[src/rtl/idu_stage_buf.sv]
// idu_stage_buf: valid/ready circular stage buffer with synchronous flush.
// Define STAGE_BUF_BYPASS_EN for zero-latency pass-through when empty.
module idu_stage_buf #(
  parameter int WIDTH = 32,
  parameter int DEPTH = 2,
  parameter int CNT_W = $clog2(DEPTH) + 1
) (
  input  logic             clock,
  input  logic             reset,
  input  logic             flush_i,
  input  logic             valid_pre_i,
  input  logic [WIDTH-1:0] data_pre_i,
  output logic             ready_pre_o,
  output logic             valid_post_o,
  output logic [WIDTH-1:0] data_post_o,
  input  logic             ready_post_i,
  output logic             we_o,
  output logic             re_o,
  output logic [CNT_W-1:0] count_o
);
  localparam int PW = $clog2(DEPTH);
  logic [WIDTH-1:0] mem [DEPTH];
  logic [PW-1:0] wr_ptr, rd_ptr;
  logic [CNT_W-1:0] count;
  logic empty, full, byp, push, pop;
  assign empty = count == '0;
  assign full = count == CNT_W'(DEPTH);
`ifdef STAGE_BUF_BYPASS_EN
  assign byp = empty & ~flush_i;
`else
  assign byp = 1'b0;
`endif
  assign ready_pre_o = ~full;
  assign valid_post_o = reset & (byp ? valid_pre_i : ~empty);
  assign data_post_o = ~reset ? '0 : byp ? data_pre_i : empty ? '0 : mem[rd_ptr];
  assign we_o = reset & valid_pre_i & ready_pre_o & ~flush_i;
  assign re_o = valid_post_o & ready_post_i & ~flush_i;
  // a bypassed transfer completes both handshakes but never touches storage
  assign push = we_o & ~(byp & re_o);
  assign pop = re_o & ~byp;
  assign count_o = count;
  always_ff @(posedge clock or negedge reset)
    if (!reset) begin
      count <= '0;
      wr_ptr <= '0;
      rd_ptr <= '0;
    end else if (flush_i) begin
      count <= '0;
      wr_ptr <= '0;
      rd_ptr <= '0;
    end else begin
      if (push) wr_ptr <= wr_ptr + PW'(1);
      if (pop) rd_ptr <= rd_ptr + PW'(1);
      count <= count + CNT_W'(push) - CNT_W'(pop);
    end
  always_ff @(posedge clock)
    if (push) mem[wr_ptr] <= data_pre_i;
endmodule

[config.mk]
export PLATFORM = sky130hd
export DESIGN_NAME = idu_stage_buf
export DESIGN_NICKNAME = d
export VERILOG_FILES = /design/src/rtl/idu_stage_buf.sv
export SDC_FILE = /design/constraint.sdc
export NUM_CORES = 1
export LEC_CHECK = 0
export CAP_MARGIN = 40
export CORE_MARGIN = 3
export CORE_UTILIZATION = 51
export DETAILED_ROUTE_END_ITERATION = 10
export PLACE_DENSITY = 0.85
export SYNTH_ARGS = -nofsm -noshare
export SYNTH_HDL_FRONTEND = slang
export SYNTH_SLANG_ARGS = --single-unit
[constraint.sdc]
create_clock -name clock -period 4.96 [get_ports clock]
set_input_delay 1.24 -clock clock [delete_from_list [all_inputs] [get_ports clock]]
set_output_delay 1.24 -clock clock [all_outputs]
set_load 0.02 [all_outputs]
==> results of run 1 <==
## placed cells by master, fill, tap and decap left out, types with 2 or more instances in the layout
| master | synthesis | final |
|---|---|---|
| mux2i_1 | 32 | 32 |
| dfrtp_1 | 4 | 3 |
| inv_1 | 4 | 4 |
| clkdlybuf4s50_1 | 0 | 74 |
| xor2_1 | 2 | 2 |
| clkinvlp_4 | 0 | 2 |
| ha_1 | 2 | 2 |
| nor2_4 | 0 | 2 |
| clkinv_4 | 0 | 2 |
| buf_16 | 0 | 3 |
| clkbuf_8 | 0 | 9 |
| nor2_1 | 36 | 34 |
| edfxtp_1 | 64 | 64 |
| nor2b_1 | 2 | 2 |
## power groups by stage
stage          combinational [µW]  clock [µW]  sequential [µW]
2_1_floorplan                53.9           0              661
3_3_place_gp                  113           0              666
3_5_place_dp                  124           0              664
4_1_cts                       124         456              651
5_1_grt                       132         479              652
6_report                      123         441              651
## synthesized netlist by cell type (all sizes together)
cell type / instances / area share
o211a: 1 / 0.0038
ha: 2 / 0.0094
nor2: 36 / 0.051
inv: 5 / 0.0071
edfxtp: 64 / 0.72
nand3: 1 / 0.0019
nand2b: 1 / 0.0024
xor2: 2 / 0.0066
o21ai: 2 / 0.0038
nor2b: 2 / 0.0047
o211ai: 1 / 0.0028
a311o: 1 / 0.0038
nor3: 1 / 0.0019
buf: 7 / 0.016
mux2i: 32 / 0.12
dfrtp: 4 / 0.038
and2: 1 / 0.0024
## kinds of logic after synthesis
logic type      count (synthesis)  share of synthesized area
fa+ha+maj                       2                   0.009428
buf+inv                        12                    0.02310
xor+xnor                        2                   0.006602
flops                          68                     0.7619
mux                            32                     0.1207
simple gates                   42                    0.06412
compound gates                  5                    0.01415
## metal layers
| layer | track usage | vias to the layer above | share of wire |
|---|---|---|---|
| li1 | - | 767 | - |
| met1 | 0.1972 | 736 | 0.40 |
| met2 | 0.2825 | 59 | 0.51 |
| met3 | 0.05161 | 10 | 0.066 |
| met4 | 0.09965 | 0 | 0.023 |
| met5 | 0 | - | 0 |
## through the flow
step | cell area [µm²] | std cells | power [µW] | utilization
final | 3746 | 317 | 1215 | 0.7677
after global routing | 3746 | 317 | 1263 | 0.7677
after CTS | 3746 | 317 | 1231 | 0.7677
after detailed placement | 3546 | 301 | 787.5 | 0.7267
after global placement | 3463 | 298 | 779.3 | 0.7097
after floorplan | 2654 | 163 | 714.8 | -
## cell type report
cell class | instances | area [µm²]
Tap cell | 67 | 83.83
Sequential cell | 68 | 2023
Fill cell | 311 | 1134
Timing Repair Buffer | 78 | 830.8
Clock buffer | 9 | 123.9
Clock inverter | 7 | 76.32
Inverter | 5 | 18.77
Multi-Input combinational cell | 83 | 589.3
## final timing paths
check                           start    endpoint  slack (ns)  cells after the start
min in group asynchronous       reset  count_o[0]        1.16                      1
hold reg to reg                wr_ptr      wr_ptr        0.56                      1
max in group asynchronous       reset      rd_ptr        3.54                      1
setup reg to reg           count_o[0]  mem[0][23]        3.04                      4
hold / removal                 wr_ptr      wr_ptr        0.56                      1
setup / recovery                reset        we_o        0.55                      5
## critical path, stage by stage
cell and delay (ns):
clkdlybuf4s50_1 0.66, nor2b_1 0.25, nand3_1 0.26, inv_1 0.15, clkdlybuf4s50_1 0.61
## registers in the layout, indices dropped and copies added, names as in the netlist
register / cells
rd_ptr: 1
wr_ptr: 1
count_o: 2
mem: 64
==> flow_summary.yaml, run 1 <==
sta:
  finalHoldViolCount: 0
  post-route-min-period_ns: 4.411
  max-slew-margin-rel: 0.6407
  post-route-period-util: 0.8893
  fin_setup_tns_ns: 0
  fmax_ghz: 0.2267
  skew_ns: 0.008978
  setup_viol: 0
  rsz0062_at_grt: "no"
  fin_ws_ns: 0.5490
  timing.hold.ws_ns: 0.5588
  tightest_slew_ns: 0.5377
  slew_violations: 0
worst_hold_path:
  hold_path.class: "flip-flop to flip-flop"
global_routing:
  grt_max_degree: 34
  grtUsageTotal: 0.1710
  grt_first_pass_wirelength_mm: 7.741
  grt_pass1_vias: 1622
  grt.overflow.total: 0
  antenna_found_initial: 0
logic_synthesis:
  syn_nets: 202
  synth_cell_type_count: 19
  syn_inst: 163
  seq_area_frac_synth: 0.7619
  avgSynthCellArea_um2: 16.28
  ys_ff_latch: 68
  synthesis.area_mm2: 0.002654
  yosys_warnings: 0
power_and_ir_drop:
  p_seq_frac: 0.536
  internal-power_uw: 942.8
  switching_share: 0.2238
  switchingPower_uw: 271.8
  max-vdd-ir-drop_mv: 0.3460
  p_comb_frac: 0.101
  p_clk_frac: 0.363
  p_leak_uw: 0.001253
  cellPowerDensity_mw_per_mm2: 324.2
cts:
  cts_made_buffers: 9
  cts_tree: "built"
  clockRootBuffer: "clkbuf_8"
  htree_levels: 3
  cts_hold_buf: 0
  clk_latency_ns: 0.33
  clk_pin_slew_worst_paths_ns: 0.07
  cts_resized: 0
  cts_setup_buffers: 0
  clock_path_buffers: 2
  cts_sinks: 68
placed_design:
  gp_congestion: 0.7237
  hpwl_mm: 3.335
  io_buffers: 74
  dpl_worst_slack_ns: 0.5359
critical_path:
  critical_path_class: "primary input to output port"
  cp.arrival_ns: 3.17
  critPathCaptureType: "output port"
  cp_max_fo: 8
  critPathLaunchType: "primary input"
  cp.required_ns: 3.72
detailed_routing:
  post_drt_wl_per_cell_um: 15.23
  drt_iter0_markers: 89
  viasPerCell: 4.959
  route.vias.total: 1572
  wirelength_mm: 4.828
  detail-route-antenna-nets: 0
  drcViolationCount: 0
  first_pass_iters: 4
floorplanning:
  num_rows: 25
  start_util: 0.5438
  fp.coreArea_mm2: 0.004880
  num_io_pins: 75
  die_area_mm2: 0.006105
  chipHeight_um: 78.14
  die_w_um: 78.14
flow_run:
  drv_cap: 0
finish:
  n_antenna_cell: 0
  synthToLayoutAreaGrowth_pct: 41.16
  drive_above_1_share: 0.1000
  finish.net_count: 284
status:
  outcome: "complete, no violations"
(Power assumes the default switching activity.)
==> inputs of run 2 (changes only) <==
CORE_UTILIZATION = 47   (was 51)
PLACE_DENSITY = 0.83   (was 0.85)
clock period = 4.82 ns   (was 4.96 ns; I/O delays follow)
==> flow_summary.yaml, run 2 (same netlist as run 1, synthesis figures left out) <==
sta:
  fin_ws_ns: 0.4052
  tightest_slew_ns: 0.8239
  skew_ns: 0.006830
  slew_violations: 0
  rsz0062_at_grt: "no"
  max-slew-margin-rel: 0.4506
  fmax_ghz: 0.2265
  setup_viol: 0
  post-route-period-util: 0.9159
  post-route-min-period_ns: 4.415
  fin_setup_tns_ns: 0
  finalHoldViolCount: 0
finish:
  layout_common_cells: "74 x clkdlybuf4s50_1, 64 x edfxtp_1, 34 x nor2_1, 32 x mux2i_1, 9 x clkbuf_8"
  n_antenna_cell: 0
  largest-register: "mem"
  final_common_cell: "clkdlybuf4s50_1"
  synthToLayoutAreaGrowth_pct: 41.30
  largest_reg_flops: 64
  post-route-util: 0.7115
  drive_above_1_share: 0.08800
  finish.net_count: 284
  nFillCells: 367
detailed_routing:
  route.vias.total: 1595
  drcViolationCount: 0
  detail-route-antenna-nets: 0
  post_drt_wl_per_cell_um: 14.78
  viasPerCell: 4.984
  first_pass_iters: 4
  drt_iter0_markers: 48
  wirelength_mm: 4.729
global_routing:
  grt_busiest_layer: "met2"
  use_met3: 0.03991
  grt_max_degree: 29
  grt_first_pass_wirelength_mm: 7.452
  grt_pass1_vias: 1610
  gr-usage-met1: 0.1665
  antenna_found_initial: 0
  grt_util_met2: 0.2791
  grtUsageTotal: 0.1573
  grt.overflow.total: 0
cts:
  cts_resized: 0
  cts_made_buffers: 9
  htree_levels: 3
  cts_hold_buf: 0
  cts_tree: "built"
  clk_latency_ns: 0.33
  clock_path_buffers: 2
  clk_pin_slew_worst_paths_ns: 0.06
  cts_setup_buffers: 0
  clockRootBuffer: "clkbuf_8"
  cts_sinks: 68
power_and_ir_drop:
  p_leak_uw: 0.001255
  cellPowerDensity_mw_per_mm2: 341.2
  max-vdd-ir-drop_mv: 0.1957
  design_power_total_uw: 1280
worst_hold_path:
  worstHoldEndpoint: "wr_ptr"
  holdCritStartpoint: "wr_ptr"
  hold_depth: 1
  hold_path.class: "flip-flop to flip-flop"
placed_design:
  hpwl_mm: 3.336
  dpl_worst_slack_ns: 0.3504
  io_buffers: 74
  gp_congestion: 0.7077
critical_path:
  reg2reg_depth: 4
  setup.worst_path.start: "reset"
  critPathCaptureType: "output port"
  rr_endpoint: "mem[1][4]"
  cp.arrival_ns: 3.21
  critPathLaunchType: "primary input"
  r2r-start: "count_o[0]"
  cp_max_fo: 21
  cp.required_ns: 3.62
  r2r_slack_ns: 2.88
  critical_path_class: "primary input to output port"
flow_run:
  drv_cap: 0
floorplanning:
  die_area_mm2: 0.006584
  die_w_um: 81.14
  start_util: 0.5036
  fp.coreArea_mm2: 0.005270
  num_rows: 26
  num_io_pins: 75
  chipHeight_um: 81.14
status:
  outcome: "complete, no violations"
run 2: cell count changes in the layout (fill, tap and decap cells not counted):
cell / change
clkbuf_1: +2
bufinv_16: +1
buf_16: -1
clkinv_4: -2
inv_6: -1
clkinvlp_4: -1
clkinv_1: +1
buf_12: +1
run 2: layer usage:
layer	wire length, µm	share of wire
met2	2451	0.52
met1	1866	0.39
met5	0	0
met4	99	0.021
met3	313	0.066
run 2: area by class of cell:
| type | count | area (µm²) | share of cell area |
|---|---|---|---|
| Tap cell | 70 | 87.58 | 0.02336 |
| Timing Repair Buffer | 78 | 823.3 | 0.2196 |
| Inverter | 5 | 18.77 | 0.005005 |
| Multi-Input combinational cell | 83 | 589.3 | 0.1572 |
| Sequential cell | 68 | 2023 | 0.5395 |
| Clock inverter | 5 | 76.32 | 0.02035 |
| Clock buffer | 11 | 131.4 | 0.03504 |
run 2: report_power, final:
part	total [µW]	internal [µW]	switching (µW)
registers	668	662	6.82
clock network	484	289	195
logic	127	67.7	59.5
total	1280	1020	261
run 2: through the flow:
step	instances	hold slack [ns]	instance area (µm²)
floorplan	163	0.4481	2654
global placement	301	0.5238	3467
detailed placement	304	0.5364	3542
CTS	320	0.5509	3750
global route	320	0.5723	3750
finish	320	0.5479	3750
run 2: how the worst max path moves through the flow:
| stage | endpoint | slack, ns | cells after the start |
|---|---|---|---|
| after floorplan | mem[0][0] | 1.53 | 3 |
| after global placement | data_post_o[31] | 0.40 | 5 |
| after detailed placement | data_post_o[31] | 0.35 | 5 |
| after CTS | data_post_o[31] | 0.36 | 5 |
| after global routing | data_post_o[31] | 0.25 | 5 |
| final | data_post_o[31] | 0.41 | 5 |
run 2: critical path, stage by stage:
cell and delay (ns):
clkdlybuf4s50_1 0.65, o21ai_2 0.31, buf_4 0.29, nor2_1 0.13
clkdlybuf4s50_1 0.61
==> edit, RTL diff (flow settings as in run 2) <==
`WIDTH`: 32 -> 64.
--- a/src/rtl/idu_stage_buf.sv
+++ b/src/rtl/idu_stage_buf.sv
@@ -1,7 +1,7 @@
 // idu_stage_buf: valid/ready circular stage buffer with synchronous flush.
 // Define STAGE_BUF_BYPASS_EN for zero-latency pass-through when empty.
 module idu_stage_buf #(
-  parameter int WIDTH = 32,
+  parameter int WIDTH = 64,
   parameter int DEPTH = 2,
   parameter int CNT_W = $clog2(DEPTH) + 1
 ) (
Interface: changed (resized data_post_o and data_pre_i); port bits go from 75 to 139. The function was not compared with the original's and may differ.
==> edit against run 2 <==
  * Wire length is 120% higher
  * Power is 130% higher
  * Non-clock buffer count is 67 higher
  * Combinational power is 80% higher
  * Highest routed layer unchanged
  * Design area is 94% higher
  * Final cell count is 87% higher
  * Setup slack better by 0.12 ns
  * Sequential cell count is 64 higher
  * Synthesized area is 92% higher
==> edit: results (changes against run 2) <==
Status: complete, no violations
Number of max-slew violations in the final report: 0 (unchanged)
1st-iter DRT viols: 144 (+200%)
Leak Pwr: 2.41 nW (+92%)
Crit path DAT: 3.09 ns (-0.12 ns)
Synth Net Count: 369 (+83%)
Post-synth EDFFs: 128 (+100%)
Asr flop ratio synth: 0.0303 (-0.0285)
Crit path max fanout: 7 (-67%)
Max FFs per register: 128 (+100%)
GR Util All Layers: 0.173 (+0.0154)
Sw Ratio: 0.202 (-0.00191)
Gpl congestion: 0.759 (+7.2%)
Clk_lat worst skew: 0.50 ns (+0.17 ns)
First-pass GRT wire length: 15500 um (+110%)
Nets: 519 (+83%)
Worst VDD drop: 0.000249 V (+27%)
CTS HTree Levels: 4 (+1)
Buffers added on ports: 138 (+86%)
Routed vias: 3006 (+88%)
Largest net degree at the start of global routing: 46 (+59%)
Cell Area, Placed: 6630 um^2 (+87%)
Most common library cells after synthesis: edfxtp_1, nor2_1, mux2i_1
Synth top area cells: edfxtp_1, mux2i_1, nor2_1, dfrtp_1, buf_6
Setup TNS Final: 0 ns (unchanged)
Place WS: 0.534 ns (+0.184 ns)
Worst path slowest cell: clkdlybuf4s50_1
Vias in the first global route: 3096 (+92%)
Drt total wl: 10300 um (+120%)
CTS buffer count: 17 (+8)
Routed len/inst: 17.3 um (+17%)
Share of cells above drive strength 1: 0.0889 (+0.000937)
Worst slew margin: 0.510 (+0.0591)
Avg Cell Area, Syn: 17.1 um^2 (+4.9%)
Sequential area share after synthesis: 0.775 (+0.0129)
Placed cells: 565 (+86%)
Worst Hold Class: reg -> reg
==> edit: cell count changes in the layout (fill, tap and decap cells not counted), moves of 4 or more <==
cell / delta
clkdlybuf4s50_1: +64
clkbuf_8: -7
buf_4: +4
nor2_1: +32
clkbuf_16: +16
mux2i_1: +32
edfxtp_1: +64
==> edit: final timing paths <==
check | to | cells after the start | start | slack, ns
min reg2reg | wr_ptr$_DFFE_PN0P_ | 1 | wr_ptr$_DFFE_PN0P_ | 0.54
min in group asynchronous | wr_ptr$_DFFE_PN0P_ | 2 | reset | 1.06
min | wr_ptr$_DFFE_PN0P_ | 1 | wr_ptr$_DFFE_PN0P_ | 0.54
max in group asynchronous | rd_ptr$_DFFE_PN0P_ | 2 | reset | 3.63
max reg2reg | mem[1][44]$_DFFE_PP_ | 4 | count_o[0]$_DFF_PN0_ | 2.50
max | we_o | 6 | reset | 0.53
==> edit: final cells by class <==
| class | count | area (um^2) |
|---|---|---|
| flip-flops and latches | 132 | 3950 |
| clock inverters | 12 | 203 |
| multi-input cells | 147 | 1040 |
| repair buffers | 145 | 1460 |
| fillers | 712 | 3150 |
| well taps | 136 | 170 |
| clock buffers | 20 | 435 |
| inverters | 5 | 18.8 |
==> edit: critical path, delay by kind of cell <==
| kind | cells | cell delay, ns |
|---|---|---|
| buffers and inverters | 4 | 1.46 |
| AND/OR/NAND/NOR | 2 | 0.43 |
==> edit: per-stage QoR <==
step | power, mW | hold slack, ns | utilization
CTS | 2.93 | 0.539 | 0.698
detailed placement | 1.56 | 0.531 | 0.637
floorplan | 1.43 | 0.448 | -
global route | 3.00 | 0.569 | 0.698
global placement | 1.55 | 0.523 | 0.637
finish | 2.90 | 0.544 | 0.698
==> edit: power by group through the flow <==
stage	Clock (mW)	Combinational (mW)	Sequential, mW
2_1_floorplan	0	0.105	1.32
3_3_place_gp	0	0.224	1.33
3_5_place_dp	0	0.230	1.33
4_1_cts	1.40	0.232	1.30
5_1_grt	1.45	0.245	1.31
6_report	1.37	0.228	1.30
==> edit: logic make-up after synthesis <==
family / count (synthesis) / synth area share
flops: 132 / 0.775
xor+xnor: 2 / 0.00344
fa+ha+maj: 2 / 0.00492
compound gates: 5 / 0.00738
mux: 64 / 0.126
simple gates: 74 / 0.0570
buf+inv: 19 / 0.0265
==> edit: per-layer routing <==
metal / wire length, um / up-vias / GRT usage / share of wire
li1: - / 1408 / - / -
met1: 3910 / 1452 / 0.189 / 0.38
met2: 5500 / 130 / 0.308 / 0.53
met3: 733 / 16 / 0.0536 / 0.071
met4: 189 / 0 / 0.0739 / 0.018
met5: 0 / - / 0 / 0
